===== config.mk =====
export PLATFORM = sky130hd
export DESIGN_NAME = pe_vec_mac_flat
export DESIGN_NICKNAME = d
export VERILOG_FILES = /design/src/rtl/pe_vec_mac_pkg.sv /design/src/rtl/pe_vec_mac_if.sv /design/src/rtl/pe_vec_mac_lane.sv /design/src/rtl/pe_vec_mac.sv /design/src/flat_wrapper.sv
export SDC_FILE = /design/constraint.sdc
export NUM_CORES = 1
export LEC_CHECK = 0
export CAP_MARGIN = 10
export CORE_MARGIN = 3
export CORE_UTILIZATION = 30
export CTS_CLUSTER_DIAMETER = 50
export DETAILED_ROUTE_END_ITERATION = 8
export PLACE_DENSITY = 0.5
export SLEW_MARGIN = 5
export SYNTH_ARGS = -nofsm -noshare
export SYNTH_HDL_FRONTEND = slang
export SYNTH_HIERARCHICAL = 1
export SYNTH_SLANG_ARGS = --single-unit
export TNS_END_PERCENT = 10

===== constraint.sdc =====
create_clock -name clk -period 15.2 [get_ports clk]
set_clock_uncertainty 0.2 [all_clocks]
set_input_delay 2.28 -clock clk [delete_from_list [all_inputs] [get_ports clk]]
set_output_delay 2.28 -clock clk [all_outputs]
set_load 0.005 [all_outputs]

===== src/rtl/pe_vec_mac_pkg.sv =====
// +---------------------------------------------------------------------------+
// | pe_pkg : shared modes, FSM states and saturating-add helpers (rev 1.0)    |
// +---------------------------------------------------------------------------+
`default_nettype none
`timescale 1ns/1ps

package pe_pkg;

   localparam int LANES_DEF  = 4;
   localparam int IFM_W_DEF  = 8;
   localparam int WGT_W_DEF  = 8;
   localparam int DATA_W_DEF = 16;
   localparam int LEN_W_DEF  = 8;

   localparam logic [1:0] MODE_ADD = 2'b00;
   localparam logic [1:0] MODE_MUL = 2'b01;
   localparam logic [1:0] MODE_MAC = 2'b10;

   typedef enum logic [1:0] {
      ST_IDLE  = 2'd0,
      ST_ACCUM = 2'd1,
      ST_HOLD  = 2'd2
   } state_e;

   // Lane arithmetic runs at this width so no intermediate can overflow before clipping.
   typedef logic signed [63:0] wide_t;

   function automatic wide_t sat_clip(input wide_t v, input int unsigned w);
      wide_t hi;
      wide_t lo;
      hi = (wide_t'(1) <<< (w - 1)) - wide_t'(1);
      lo = -hi - wide_t'(1);
      if (v > hi) return hi;
      if (v < lo) return lo;
      return v;
   endfunction

   function automatic wide_t sat_add(input wide_t a, input wide_t b, input int unsigned w);
      return sat_clip(a + b, w);
   endfunction

   function automatic logic is_mult(input logic [1:0] m);
      return (m == MODE_MUL) || (m == MODE_MAC);
   endfunction

endpackage

`default_nettype wire


===== src/rtl/pe_vec_mac_if.sv =====
// +---------------------------------------------------------------------------+
// | pe_vec_mac_if : control, input-beat and result handshake bundle (rev 1.0) |
// +---------------------------------------------------------------------------+
`default_nettype none
`timescale 1ns/1ps

interface pe_vec_mac_if #(
   parameter int LANES      = 4,
   parameter int IFM_WIDTH  = 8,
   parameter int WGT_WIDTH  = 8,
   parameter int DATA_WIDTH = 16,
   parameter int LEN_WIDTH  = 8
);
   logic                        clear;
   logic [1:0]                  mode;
   logic [LEN_WIDTH-1:0]        acc_len;
   logic                        in_valid;
   logic                        in_ready;
   logic [LANES*IFM_WIDTH-1:0]  in1;
   logic [LANES*WGT_WIDTH-1:0]  in2;
   logic                        out_valid;
   logic                        out_ready;
   logic [LANES*DATA_WIDTH-1:0] psum_out;
   logic                        busy;

   modport master (
      output clear, mode, acc_len, in_valid, in1, in2, out_ready,
      input  in_ready, out_valid, psum_out, busy
   );

   modport slave (
      input  clear, mode, acc_len, in_valid, in1, in2, out_ready,
      output in_ready, out_valid, psum_out, busy
   );
endinterface

`default_nettype wire


===== src/rtl/pe_vec_mac_lane.sv =====
// +---------------------------------------------------------------------------+
// | pe_lane : one lane's term, accumulator and optional saturation (rev 1.0)  |
// | Build option: PE_SAT_EN selects saturating adds instead of wrap-around.   |
// +---------------------------------------------------------------------------+
`default_nettype none
`timescale 1ns/1ps

module pe_lane
   import pe_pkg::*;
#(
   parameter int IFM_WIDTH  = IFM_W_DEF,
   parameter int WGT_WIDTH  = WGT_W_DEF,
   parameter int DATA_WIDTH = DATA_W_DEF
) (
   input  wire logic                         clk,
   input  wire logic                         rst_n,
   input  wire logic                         clear_i,
   input  wire logic                         first_i,
   input  wire logic                         accum_i,
   input  wire logic [1:0]                   mode_i,
   input  wire logic signed [IFM_WIDTH-1:0]  in1_i,
   input  wire logic signed [WGT_WIDTH-1:0]  in2_i,
   output logic      signed [DATA_WIDTH-1:0] term_o,
   output logic      signed [DATA_WIDTH-1:0] sum_o
);

   logic signed [DATA_WIDTH-1:0] acc_q;
   logic signed [DATA_WIDTH-1:0] acc_d;
   wide_t                        w_a;
   wide_t                        w_b;
   wide_t                        w_raw_term;
   wide_t                        w_raw_sum;

   always_comb begin
      w_a        = wide_t'(in1_i);
      w_b        = wide_t'(in2_i);
      w_raw_term = is_mult(mode_i) ? (w_a * w_b) : (w_a + w_b);
`ifdef PE_SAT_EN
      term_o     = DATA_WIDTH'(sat_clip(w_raw_term, DATA_WIDTH));
      w_raw_sum  = sat_add(wide_t'(acc_q), wide_t'(term_o), DATA_WIDTH);
`else
      term_o     = DATA_WIDTH'(w_raw_term);
      w_raw_sum  = wide_t'(acc_q) + wide_t'(term_o);
`endif
      sum_o      = DATA_WIDTH'(w_raw_sum);
   end

   always_comb begin
      acc_d = acc_q;
      if (clear_i)      acc_d = '0;
      else if (first_i) acc_d = term_o;
      else if (accum_i) acc_d = sum_o;
   end

   always_ff @(posedge clk or negedge rst_n) begin
      if (!rst_n) acc_q <= '0;
      else        acc_q <= acc_d;
   end

endmodule

`default_nettype wire


===== src/rtl/pe_vec_mac.sv =====
// +---------------------------------------------------------------------------+
// | pe_vec_mac : multi-lane ADD/MUL/MAC element with valid/ready (rev 1.0)    |
// | Build option: PE_SAT_EN enables per-lane saturation inside pe_lane.       |
// +---------------------------------------------------------------------------+
`default_nettype none
`timescale 1ns/1ps

module pe_vec_mac
   import pe_pkg::*;
#(
   parameter int LANES      = LANES_DEF,
   parameter int IFM_WIDTH  = IFM_W_DEF,
   parameter int WGT_WIDTH  = WGT_W_DEF,
   parameter int DATA_WIDTH = DATA_W_DEF,
   parameter int LEN_WIDTH  = LEN_W_DEF
) (
   input wire logic    clk,
   input wire logic    rst_n,
   pe_vec_mac_if.slave bus
);

   state_e                      state_q;
   logic [1:0]                  mode_q;
   logic [LEN_WIDTH-1:0]        len_q;
   logic [LEN_WIDTH-1:0]        cnt_q;
   logic                        out_valid_q;
   logic                        busy_q;
   logic [LANES*DATA_WIDTH-1:0] psum_q;

   logic [LANES*DATA_WIDTH-1:0] w_term_vec;
   logic [LANES*DATA_WIDTH-1:0] w_sum_vec;
   logic                        w_in_ready;
   logic                        w_beat;
   logic                        w_first;
   logic                        w_accum;
   logic                        w_first_done;
   logic                        w_last;
   logic [LEN_WIDTH-1:0]        w_len_eff;
   logic [1:0]                  w_mode_sel;

   // A held result frees the slot in the same cycle it is consumed.
   assign w_in_ready   = (state_q != ST_HOLD) || bus.out_ready;
   assign w_beat       = bus.in_valid && w_in_ready && !bus.clear;
   assign w_first      = w_beat && (state_q != ST_ACCUM);
   assign w_accum      = w_beat && (state_q == ST_ACCUM);
   assign w_len_eff    = (bus.acc_len == '0) ? LEN_WIDTH'(1) : bus.acc_len;
   assign w_first_done = (bus.mode != MODE_MAC) || (w_len_eff == LEN_WIDTH'(1));
   assign w_last       = (cnt_q == (len_q - LEN_WIDTH'(1)));
   assign w_mode_sel   = w_first ? bus.mode : mode_q;

   assign bus.in_ready  = w_in_ready;
   assign bus.out_valid = out_valid_q;
   assign bus.psum_out  = psum_q;
   assign bus.busy      = busy_q;

   for (genvar g = 0; g < LANES; g++) begin : g_lane
      pe_lane #(
         .IFM_WIDTH  (IFM_WIDTH),
         .WGT_WIDTH  (WGT_WIDTH),
         .DATA_WIDTH (DATA_WIDTH)
      ) u_lane (
         .clk     (clk),
         .rst_n   (rst_n),
         .clear_i (bus.clear),
         .first_i (w_first),
         .accum_i (w_accum),
         .mode_i  (w_mode_sel),
         .in1_i   (bus.in1[g*IFM_WIDTH +: IFM_WIDTH]),
         .in2_i   (bus.in2[g*WGT_WIDTH +: WGT_WIDTH]),
         .term_o  (w_term_vec[g*DATA_WIDTH +: DATA_WIDTH]),
         .sum_o   (w_sum_vec[g*DATA_WIDTH +: DATA_WIDTH])
      );
   end

   always_ff @(posedge clk or negedge rst_n) begin
      if (!rst_n) begin
         state_q     <= ST_IDLE;
         mode_q      <= MODE_ADD;
         len_q       <= '0;
         cnt_q       <= '0;
         out_valid_q <= 1'b0;
         busy_q      <= 1'b0;
         psum_q      <= '0;
      end else if (bus.clear) begin
         // psum_q deliberately keeps its last value across an abort.
         state_q     <= ST_IDLE;
         cnt_q       <= '0;
         out_valid_q <= 1'b0;
         busy_q      <= 1'b0;
      end else if (w_first) begin
         mode_q <= bus.mode;
         len_q  <= w_len_eff;
         busy_q <= 1'b1;
         if (w_first_done) begin
            state_q     <= ST_HOLD;
            psum_q      <= w_term_vec;
            out_valid_q <= 1'b1;
            cnt_q       <= '0;
         end else begin
            state_q     <= ST_ACCUM;
            out_valid_q <= 1'b0;
            cnt_q       <= LEN_WIDTH'(1);
         end
      end else if (w_accum) begin
         if (w_last) begin
            state_q     <= ST_HOLD;
            psum_q      <= w_sum_vec;
            out_valid_q <= 1'b1;
            cnt_q       <= '0;
         end else begin
            cnt_q <= cnt_q + LEN_WIDTH'(1);
         end
      end else if ((state_q == ST_HOLD) && bus.out_ready) begin
         state_q     <= ST_IDLE;
         out_valid_q <= 1'b0;
         busy_q      <= 1'b0;
      end
   end

endmodule

`default_nettype wire

===== src/flat_wrapper.sv =====
// flat-port wrapper written by rule: the top's interface ports become plain ports
module pe_vec_mac_flat import pe_pkg::*;
#(
   parameter int LANES      = LANES_DEF,
   parameter int IFM_WIDTH  = IFM_W_DEF,
   parameter int WGT_WIDTH  = WGT_W_DEF,
   parameter int DATA_WIDTH = DATA_W_DEF,
   parameter int LEN_WIDTH  = LEN_W_DEF
)
  (clk, rst_n, bus_clear, bus_mode, bus_acc_len, bus_in_valid, bus_in1, bus_in2, bus_out_ready, bus_in_ready, bus_out_valid, bus_psum_out, bus_busy);
  pe_vec_mac_if #(.LANES(LANES), .IFM_WIDTH(IFM_WIDTH), .WGT_WIDTH(WGT_WIDTH), .DATA_WIDTH(DATA_WIDTH), .LEN_WIDTH(LEN_WIDTH)) bus_i ();
  input wire logic clk;
  input wire logic rst_n;
  input wire logic [$bits(bus_i.clear)-1:0] bus_clear;
  input wire logic [$bits(bus_i.mode)-1:0] bus_mode;
  input wire logic [$bits(bus_i.acc_len)-1:0] bus_acc_len;
  input wire logic [$bits(bus_i.in_valid)-1:0] bus_in_valid;
  input wire logic [$bits(bus_i.in1)-1:0] bus_in1;
  input wire logic [$bits(bus_i.in2)-1:0] bus_in2;
  input wire logic [$bits(bus_i.out_ready)-1:0] bus_out_ready;
  output wire logic [$bits(bus_i.in_ready)-1:0] bus_in_ready;
  output wire logic [$bits(bus_i.out_valid)-1:0] bus_out_valid;
  output wire logic [$bits(bus_i.psum_out)-1:0] bus_psum_out;
  output wire logic [$bits(bus_i.busy)-1:0] bus_busy;
  assign bus_i.clear = bus_clear;
  assign bus_i.mode = bus_mode;
  assign bus_i.acc_len = bus_acc_len;
  assign bus_i.in_valid = bus_in_valid;
  assign bus_i.in1 = bus_in1;
  assign bus_i.in2 = bus_in2;
  assign bus_i.out_ready = bus_out_ready;
  assign bus_in_ready = bus_i.in_ready;
  assign bus_out_valid = bus_i.out_valid;
  assign bus_psum_out = bus_i.psum_out;
  assign bus_busy = bus_i.busy;
  pe_vec_mac #(.LANES(LANES), .IFM_WIDTH(IFM_WIDTH), .WGT_WIDTH(WGT_WIDTH), .DATA_WIDTH(DATA_WIDTH), .LEN_WIDTH(LEN_WIDTH)) u_core (.clk(clk), .rst_n(rst_n), .bus(bus_i));
endmodule

# Word-level counts from Yosys, hierarchy flattened
# Index checks and enable logic that the tools add are counted.
[classes] n_addsub=10 multipliers=4 n_eq_ne=12 n_mux=42 bitwise=1 n_reduce_logical=19
[ops] cell="$mux W16" n=16
[ops] cell="$mux W64" n=4
[ops] cell="$add A16 B16 Y16" n=4
[ops] cell="$mul A8 B8 Y16" n=4
[ops] cell="$mux W8" n=5
[ops] cell="$add A8 B8 Y9" n=4
[ops] cell="$mux W2" n=7
[ops] cell="$mux W1" n=10
[ops] cell="$add A8 B1 Y8 const B" n=1
[ops] cell="$eq A8 B1 Y1 const B" n=1
[ops] cell="$eq A8 B8 Y1" n=1
[ops] cell="$logic_not A8 Y1" n=1
[ops] cell="$sub A8 B1 Y8 const B" n=1
[ops] cell="$reduce_and A2 Y1" n=3
[ops] cell="$reduce_bool A3 Y1" n=2
[ops] cell="$logic_and A1 B1 Y1" n=5
[ops] cell="$eq A2 B1 Y1 const B" n=2
[ops] cell="$eq A2 B2 Y1 const B" n=2
[ops] cell="$ne A2 B1 Y1 const B" n=2
[ops] cell="$ne A2 B2 Y1 const B" n=2
[ops] cell="$ne A4 B3 Y1 const B" n=1
[ops] cell="$reduce_and A4 Y1" n=1
[ops] cell="$reduce_bool A2 Y1" n=2
[ops] cell="$reduce_bool A4 Y1" n=1
[ops] cell="4 further kinds" n=6
[totals] ff_bits=150

# Logic depth before layout (Yosys ltp)
# Gate-level depths: netlist of the first run.
[depth] word_depth=13 mapped_depth=28 mapped_depth_nobuf=28

# Cells and area by module
# The synthesis of the first run kept the hierarchy.
[by_module_without_submodules] module="pe_vec_mac" instances=1 cells_per_inst=329 area_per_inst_um2=4713.3 seq_area_each_um2=2127.0
[by_module_without_submodules] module="pe_lane (u_core.g_lane[1].u_lane)" instances=1 cells_per_inst=539 area_per_inst_um2=4525.6 seq_area_each_um2=400.4
[by_module_without_submodules] module="pe_lane (u_core.g_lane[3].u_lane)" instances=1 cells_per_inst=533 area_per_inst_um2=4510.6 seq_area_each_um2=400.4
[by_module_without_submodules] module="pe_lane (u_core.g_lane[0].u_lane)" instances=1 cells_per_inst=520 area_per_inst_um2=4459.3 seq_area_each_um2=400.4
[by_module_without_submodules] module="pe_lane (u_core.g_lane[2].u_lane)" instances=1 cells_per_inst=531 area_per_inst_um2=4426.7 seq_area_each_um2=400.4

# Least setup slack after synthesis of the first run
# No wires, ideal clock.
[synth_path] path_kind="input-to-reg" start="input port bus_in1[7]" end="register u_core.psum_q[14], in the netlist u_core/bus.psum_out[14]" setup_time_ns=0.125 arrival_ns=7.846 setup_slack_ns=7.029 path_stages=25 n_path_buf=1 path_cell_list="buf_2 -> nand2_1 -> inv_1 -> fa_1 -> inv_1 -> fa_1 -> inv_1 -> fa_1 -> inv_1 -> fa_1 -> inv_1 -> ha_1 -> and3_1 -> nand3_1 -> nand4b_1 -> xnor2_1 -> nand2_1 -> and2_1 -> ha_1 -> or3_1 -> or3_1 -> a31o_1 -> and2_1 -> mux2_2 -> mux2_4"
[synth_via] elab_chain_cells=6 elab_cells_between_ends=8 classes_between="add/sub: 2; mul: 1; mux: 5"
[synth_lines] element="from (decl)" line_no="flat_wrapper.sv:18" source="input wire logic [$bits(bus_i.in1)-1:0] bus_in1;"
[synth_lines] element="$mul A8 B8 Y16 / $add A8 B8 Y9 (equally long branches)" line_no="pe_vec_mac_lane.sv:37" source="w_raw_term = is_mult(mode_i) ? (w_a * w_b) : (w_a + w_b);"
[synth_lines] element="$mux W16 *" line_no="pe_vec_mac_lane.sv:37"
[synth_lines] element="via u_core.w_term_vec[13]" line_no="pe_vec_mac.sv:30" source="logic [LANES*DATA_WIDTH-1:0] w_term_vec;"
[synth_lines] element="$add A16 B16 Y16 *" line_no="pe_vec_mac_lane.sv:43" source="w_raw_sum = wide_t'(acc_q) + wide_t'(term_o);"
[synth_lines] element="via u_core.w_sum_vec[14]" line_no="pe_vec_mac.sv:31" source="logic [LANES*DATA_WIDTH-1:0] w_sum_vec;"
[synth_lines] element="$mux W64 *" line_no="pe_vec_mac.sv:105" source="if (w_last) begin"
[synth_lines] element="$mux W64 *" line_no="pe_vec_mac.sv:104" source="end else if (w_accum) begin"
[synth_lines] element="$mux W64 *" line_no="pe_vec_mac.sv:90" source="end else if (w_first) begin"
[synth_lines] element="to (signal assigned)" line_no="pe_vec_mac.sv:96" source="psum_q <= w_term_vec;"
[synth_lines] element="to (signal assigned)" line_no="pe_vec_mac.sv:107" source="psum_q <= w_sum_vec;"
[synth_lines] element="to (decl)" line_no="pe_vec_mac.sv:28" source="logic [LANES*DATA_WIDTH-1:0] psum_q;"
# The timed path passes the listed nets; every way through them passes the cells marked *. The select of a mux whose other input is x is not followed.
# A chain may end at the register's enable or synchronous reset.

# Worst setup path in the final report of the first run
[layout_path] start="input port bus_in2[15]" end="register u_core.psum_q[30], in the netlist u_core/bus.psum_out[30]"
[layout_via] elab_chain_cells=6 elab_cells_between_ends=8 classes_between="add/sub: 2; mul: 1; mux: 5"
[layout_lines] element="from (decl)" line_no="flat_wrapper.sv:19" source="input wire logic [$bits(bus_i.in2)-1:0] bus_in2;"
[layout_lines] element="$mul A8 B8 Y16 / $add A8 B8 Y9 (equally long branches)" line_no="pe_vec_mac_lane.sv:37"
[layout_lines] element="$mux W16 *" line_no="pe_vec_mac_lane.sv:37"
[layout_lines] element="via u_core.w_term_vec[27]" line_no="pe_vec_mac.sv:30"
[layout_lines] element="$add A16 B16 Y16 *" line_no="pe_vec_mac_lane.sv:43"
[layout_lines] element="via u_core.w_sum_vec[30]" line_no="pe_vec_mac.sv:31"
[layout_lines] element="$mux W64 *" line_no="pe_vec_mac.sv:105"
[layout_lines] element="$mux W64 *" line_no="pe_vec_mac.sv:104"
[layout_lines] element="$mux W64 *" line_no="pe_vec_mac.sv:90"
# Marked as above.

==> results of run 1 <==
## cells in the mapped netlist, drive strengths merged, types with 7 or more instances
cell type / count / share of area
ha: 214 / 0.12
a22oi: 14 / 0.0046
nor2b: 24 / 0.0066
xnor2: 110 / 0.043
a211oi: 57 / 0.021
nor2: 145 / 0.024
clkbuf: 36 / 0.0060
o21a: 19 / 0.0064
nand3b: 10 / 0.0033
xor2: 36 / 0.014
a31oi: 17 / 0.0055
or3: 15 / 0.0041
o21ai: 81 / 0.019
inv: 412 / 0.068
nand3: 24 / 0.0053
nor3b: 7 / 0.0023
nand4: 7 / 0.0022
o211a: 8 / 0.0035
a221oi: 8 / 0.0031
buf: 17 / 0.0082
mux2i: 34 / 0.015
nand2: 162 / 0.027
and2: 146 / 0.040
a21o: 30 / 0.010
dfrtp: 149 / 0.16
and3: 16 / 0.0046
a311oi: 10 / 0.0039
a21oi: 105 / 0.024
nand2b: 23 / 0.0064
or2: 10 / 0.0028
o21bai: 18 / 0.0065
fa: 228 / 0.20
a211o: 7 / 0.0027
nor3: 51 / 0.013
mux2: 138 / 0.079
## flip-flops by register name (all words and copies together) (netlist names)
signal                      count
u_core/bus.psum_out            64
u_core/cnt_q                    8
u_core/state_q                  2
u_core/mode_q                   2
u_core/len_q                    8
u_core/g_lane.u_lane/acc_q     64
u_core/bus.busy                 1
## per-layer routing
layer | up-vias | share of wire
met5 | - | 0
met4 | 0 | 0.012
met3 | 33 | 0.027
met2 | 214 | 0.49
met1 | 8505 | 0.47
li1 | 8396 | -
## cell type report
| type | count | area (um2) | area share |
|---|---|---|---|
| timing repair buffer | 161 | 1570 | 0.0609 |
| multi-input combinational | 1838 | 17000 | 0.662 |
| sequential | 149 | 3730 | 0.145 |
| clock inverter | 14 | 224 | 0.00870 |
| clock buffer | 18 | 439 | 0.0171 |
| tap | 969 | 1210 | 0.0471 |
| inverter | 412 | 1550 | 0.0600 |
## critical path: cells and delay by family
family                     cells  cell delay [ps]
AOI/OAI and AO/OA              3              670
and+or+nand+nor                5             1360
adders and majority gates      6             2710
buffers and inverters          4             1040
muxes                          3              670
xor gates and xnor gates       1              170
## worst max-delay path by stage
stage | from | endpoint | slack (ps) | depth (start not counted)
6_report | bus_in2[15] | u_core/bus.psum_out[30] | 6450 | 22
5_1_grt | bus_in1[15] | u_core/bus.psum_out[30] | 6020 | 22
4_1_cts | bus_in2[15] | u_core/bus.psum_out[30] | 6510 | 22
3_5_place_dp | bus_in2[9] | u_core/bus.psum_out[30] | 6040 | 25
3_3_place_gp | bus_in1[15] | u_core/bus.psum_out[30] | 6110 | 22
2_1_floorplan | bus_in1[7] | u_core/bus.psum_out[14] | 7030 | 25
## stage by stage
stage,util,setup slack (ps)
3_3_place_gp,0.337,6110
2_1_floorplan,-,7030
5_1_grt,0.345,6020
3_5_place_dp,0.337,6040
6_report,0.345,6450
4_1_cts,0.345,6510
## power groups by stage
stage               clock network (mW)  registers (mW)  logic, mW
floorplan                            0           0.641       3.02
global placement                     0           0.663       3.98
detailed placement                   0           0.664       4.02
CTS                              0.517           0.661       4.07
global route                     0.530           0.679       4.54
finish                           0.498           0.657       4.03
## logic make-up after synthesis
group / after synthesis / share of synthesized area
muxes: 175 / 0.0968
and+or+nand+nor: 661 / 0.150
DFF: 149 / 0.165
xor gates and xnor gates: 148 / 0.0591
AOI/OAI and AO/OA: 411 / 0.127
buffers and inverters: 465 / 0.0825
adders and majority gates: 443 / 0.320
==> results.json, run 1 <==
{
  "outcome": "complete, no violations",
  "clock-sinks": 149,
  "relSlewSlack": 0.257,
  "layout_common_cells": "inv_1, fa_1, ha_1, nand2_1, dfrtp_1",
  "grt_use_met2": 0.273,
  "clk_pin_slew_worst_paths_ps": 70,
  "hold_viol": 0,
  "core_um2": 74600,
  "vias": 17148,
  "die_height_um": 281,
  "path_cells": "clkdlybuf4s50_1, inv_1, nor2_1, fa_1, fa_1, fa_1, inv_1, fa_1, inv_1, ha_1, nor3_1, nor2_1, a31oi_1, xor2_1, a22oi_1, ha_1, or3_1, o31ai_2, mux2i_1, or4_1, mux2_2, mux2_4",
  "grt_pass1_wl_um": 100000,
  "grt_pass1_vias": 18611,
  "p_int_mw": 2.75,
  "final_common_cell": "inv_1",
  "powerDensity_nw_per_um2": 201,
  "worst_setup_path_end_kind": "register",
  "fill_cells": 7658,
  "wl_um": 59600,
  "antenna_cells": 0,
  "rrSetupSlack_ps": 9170,
  "ir_worst_vdd_uv": 79.0,
  "cts_buffers": 17,
  "holdPathEnd": "u_core/bus.busy",
  "ff2ff_path_depth": 18,
  "synth-edff-count": 0,
  "post_layout_nonfiller_instances": 3561,
  "critPathMaxFanout": 7,
  "final_area_um2": 25800,
  "r2r-end": "u_core/bus.psum_out[15]",
  "overflow": 0,
  "finalWorstPathRequiredPeriod_ps": 8750,
  "holdPathStages": 1,
  "dpl.cell_count": 3529,
  "clock_path_buffers": 2,
  "num_io_pins": 146,
  "crit_slowest_cell": "clkdlybuf4s50_1",
  "antenna_found_initial": 0,
  "finalPower_mw": 5.18,
  "hp-start": "u_core/bus.busy",
  "vias_per_cell": 4.82,
  "synthArstFlopShare": 1.00,
  "start_kind": "input pin",
  "cts_tree": "yes",
  "finalCritPeriodShare": 0.576,
  "r2r_start": "u_core/state_q[1]",
  "final_nets": 3100,
  "insertion_delay_ps": 460,
  "rsz0062_at_grt": "false",
  "hold_buffers": 0,
  "dpl.hpwl_um": 47000,
  "cts-root-buf": "clkbuf_16",
  "seqPwrFrac": 0.127,
  "drtAntennaViolNets": 0,
  "num_rows": 100,
  "gr-usage-met1": 0.209,
  "gp_congestion": 0.864,
  "worst_hold_slack_ps": 284,
  "busiest_layer": "met2",
  "seq_area_frac_synth": 0.165,
  "grt_max_degree": 82,
  "use_met3": 0.0181,
  "cts_setup_buffers": 0,
  "cp_slowest_stage_delay_ps": 720,
  "hp-class": "reg -> reg",
  "p_leak_nw": 12.1,
  "drv_cap": 0,
  "synth_nets": 2973,
  "placed_cell_area_um2": 25100,
  "fp.dieW_um": 281,
  "drt_iter0_drc": 679,
  "ys_warn_count": 6,
  "die_area_um2": 78800,
  "start_util": 0.304,
  "synth_area_um2": 22600,
  "clock_power_share": 0.096,
  "areaGrowthSynthToFinish_pct": 13.8,
  "worst-setup-path-type": "in -> reg",
  "cts_resized": 0,
  "swShare": 0.469,
  "synth_area_per_cell_um2": 9.23,
  "drc_errors": 0,
  "crit_path_frequent_cell": "fa_1",
  "yosys.cell_types.count": 95,
  "drive_gt1_frac": 0.0941,
  "dr.pass1.iters": 5,
  "io_buffers": 145,
  "worst-endpoint-required_ps": 15340,
  "ys_seq_elements": 149,
  "syn_inst": 2452,
  "routedWlPerCell_um": 16.7,
  "cp_data_arrival_time_ps": 8900,
  "power_frac_comb": 0.777,
  "grtUsageTotal": 0.157,
  "timing.fmax_mhz": 114,
  "ys.flop_type": "dfrtp_1",
  "worstMarginPinSlew_ps": 1110,
  "fin_setup_tns_ps": 0,
  "p_switching_mw": 2.43,
  "finalSetupViolCount": 0,
  "htree_num_levels": 4,
  "slew_viol_final": 0
}
Power figures use the tool's default switching activity.
==> inputs of run 2 (changes only) <==
- clock period: 15.2 -> 9.15 ns (I/O delays scaled with it)
==> run 2 against run 1 <==
  * Largest power group unchanged
  * Hold slack gained 1.1 ps
  * Core utilization shrank 0.14 points
  * Design area shrank 0.42%
  * Highest routed layer unchanged
  * Via count grew 0.17%
  * Register-to-register slack lost 5900 ps
  * Cell count is essentially flat
  * Combinational power grew 66%
==> results.json, run 2 (synthesis gave the netlist of run 1 again) <==
{
  "cts-root-buf": "clkbuf_16",
  "drv_cap": 0,
  "worst-endpoint-required_ps": 9290,
  "drc_errors": 0,
  "cp_data_arrival_time_ps": 7970,
  "grtUsageTotal": 0.156,
  "finalWorstPathRequiredPeriod_ps": 7830,
  "placed_cell_area_um2": 25100,
  "num_io_pins": 146,
  "insertion_delay_ps": 460,
  "powerDensity_nw_per_um2": 331,
  "relSlewSlack": 0.310,
  "core_um2": 74600,
  "cts_resized": 0,
  "clock-sinks": 149,
  "io_buffers": 145,
  "drtAntennaViolNets": 0,
  "cts_buffers": 17,
  "grt_pass1_wl_um": 99100,
  "final_nets": 3100,
  "worstMarginPinSlew_ps": 1040,
  "final_common_cell": "inv_1",
  "worst_hold_slack_ps": 286,
  "path_delay_family": "adder cells",
  "fin_setup_tns_ps": 0,
  "grt_pass1_vias": 18597,
  "antenna_found_initial": 2,
  "crit_buf_inv": 6,
  "num_rows": 100,
  "vias": 17178,
  "ir_worst_vdd_uv": 123,
  "slew_viol_final": 0,
  "outcome": "complete, no violations",
  "drt_iter0_drc": 687,
  "die_height_um": 281,
  "worst-setup-path-type": "in -> reg",
  "grt_max_degree": 93,
  "worst_setup_path_end_kind": "register",
  "fp.dieW_um": 281,
  "finalSetupViolCount": 0,
  "finalPower_mw": 8.48,
  "cp_slowest_stage_delay_ps": 720,
  "areaGrowthSynthToFinish_pct": 13.3,
  "overflow": 0,
  "hp-class": "reg -> reg",
  "clk_pin_slew_worst_paths_ps": 60,
  "clock_path_buffers": 2,
  "crit_slowest_cell": "fa_1",
  "vias_per_cell": 4.82,
  "rsz0062_at_grt": "false",
  "hold_buffers": 0,
  "dr.pass1.iters": 5,
  "finalCritPeriodShare": 0.856,
  "critPathMaxFanout": 11,
  "p_leak_nw": 12.1,
  "cts_setup_buffers": 0,
  "start_util": 0.304,
  "layout_common_cells": "inv_1, fa_1, ha_1, nand2_1, dfrtp_1",
  "drive_gt1_frac": 0.0930,
  "cts_tree": "yes",
  "path_cells": "clkdlybuf4s50_1, nand2_1, inv_1, fa_1, inv_1, fa_1, inv_1, fa_1, inv_1, fa_1, inv_1, ha_1, nor3_1, nor2_1, a2111oi_0, nor4_1, ha_1, nand3b_1, mux2i_1, or4_1, mux2_2, mux2_4",
  "crit_path_frequent_cell": "inv_1",
  "timing.fmax_mhz": 128,
  "final_area_um2": 25600,
  "hold_viol": 0,
  "routedWlPerCell_um": 16.7,
  "dpl.hpwl_um": 46900,
  "start_kind": "input pin",
  "gp_congestion": 0.848,
  "wl_um": 59600,
  "die_area_um2": 78800,
  "htree_num_levels": 4
}
==> run 2: cell count changes in the layout (fill, tap and decap cells not counted) <==
cell / delta
clkbuf_1: +3
clkinv_2: +3
clkinv_4: -3
bufinv_16: -4
clkinvlp_4: +1
diode_2: +2
==> run 2: where the power goes <==
part	internal (mW)	switching [mW]
Combinational	3.16	3.52
Clock	0.382	0.321
Sequential	0.916	0.174
Total	4.46	4.02
==> run 2: stage by stage <==
step           worst slack (ps)  instances   util
6_report                   1320       3563  0.344
4_1_cts                    1300       3561  0.344
3_3_place_gp                947       3529  0.337
2_1_floorplan              1890       2452      -
5_1_grt                     804       3563  0.344
3_5_place_dp                795       3529  0.337
==> run 2: layout make-up <==
cell class	instances	area, um2
antenna	2	5.00
clock buffer	21	450
multi-input combinational	1838	17000
inverter	412	1550
tap	969	1210
sequential	149	3730
clock inverter	11	100
fill	7676	48900
timing repair buffer	161	1570
==> run 2: worst reg2reg max path, delay by kind of cell (launching register included) <==
kind | cells | cell delay [ps]
xor gates and xnor gates | 3 | 1090
adders and majority gates | 1 | 320
and+or+nand+nor | 2 | 700
DFF | 1 | 420
AOI/OAI and AO/OA | 6 | 1980
muxes | 3 | 1090
==> run 2: path summary, 6_finish.rpt <==
check / startpoint / to / slack, ps / cells after the start
min reg2reg: u_core/bus.busy / u_core/bus.busy / 290 / 1
min: u_core/bus.busy / u_core/bus.busy / 290 / 1
max: bus_in1[15] / u_core/bus.psum_out[30] / 1320 / 22
max reg2reg: u_core/state_q[1] / u_core/bus.psum_out[15] / 3240 / 15
min in group asynchronous: rst_n / u_core/bus.psum_out[37] / 840 / 1
max in group asynchronous: rst_n / u_core/g_lane[3].u_lane/acc_q[6] / 6490 / 2
==> run 2: per-layer routing <==
layer	GRT usage	vias up	part of all wire
met1	0.206	8523	0.47
met5	0	-	0
met3	0.0206	42	0.028
met2	0.272	189	0.49
li1	-	8424	-
met4	0.0330	0	0.010
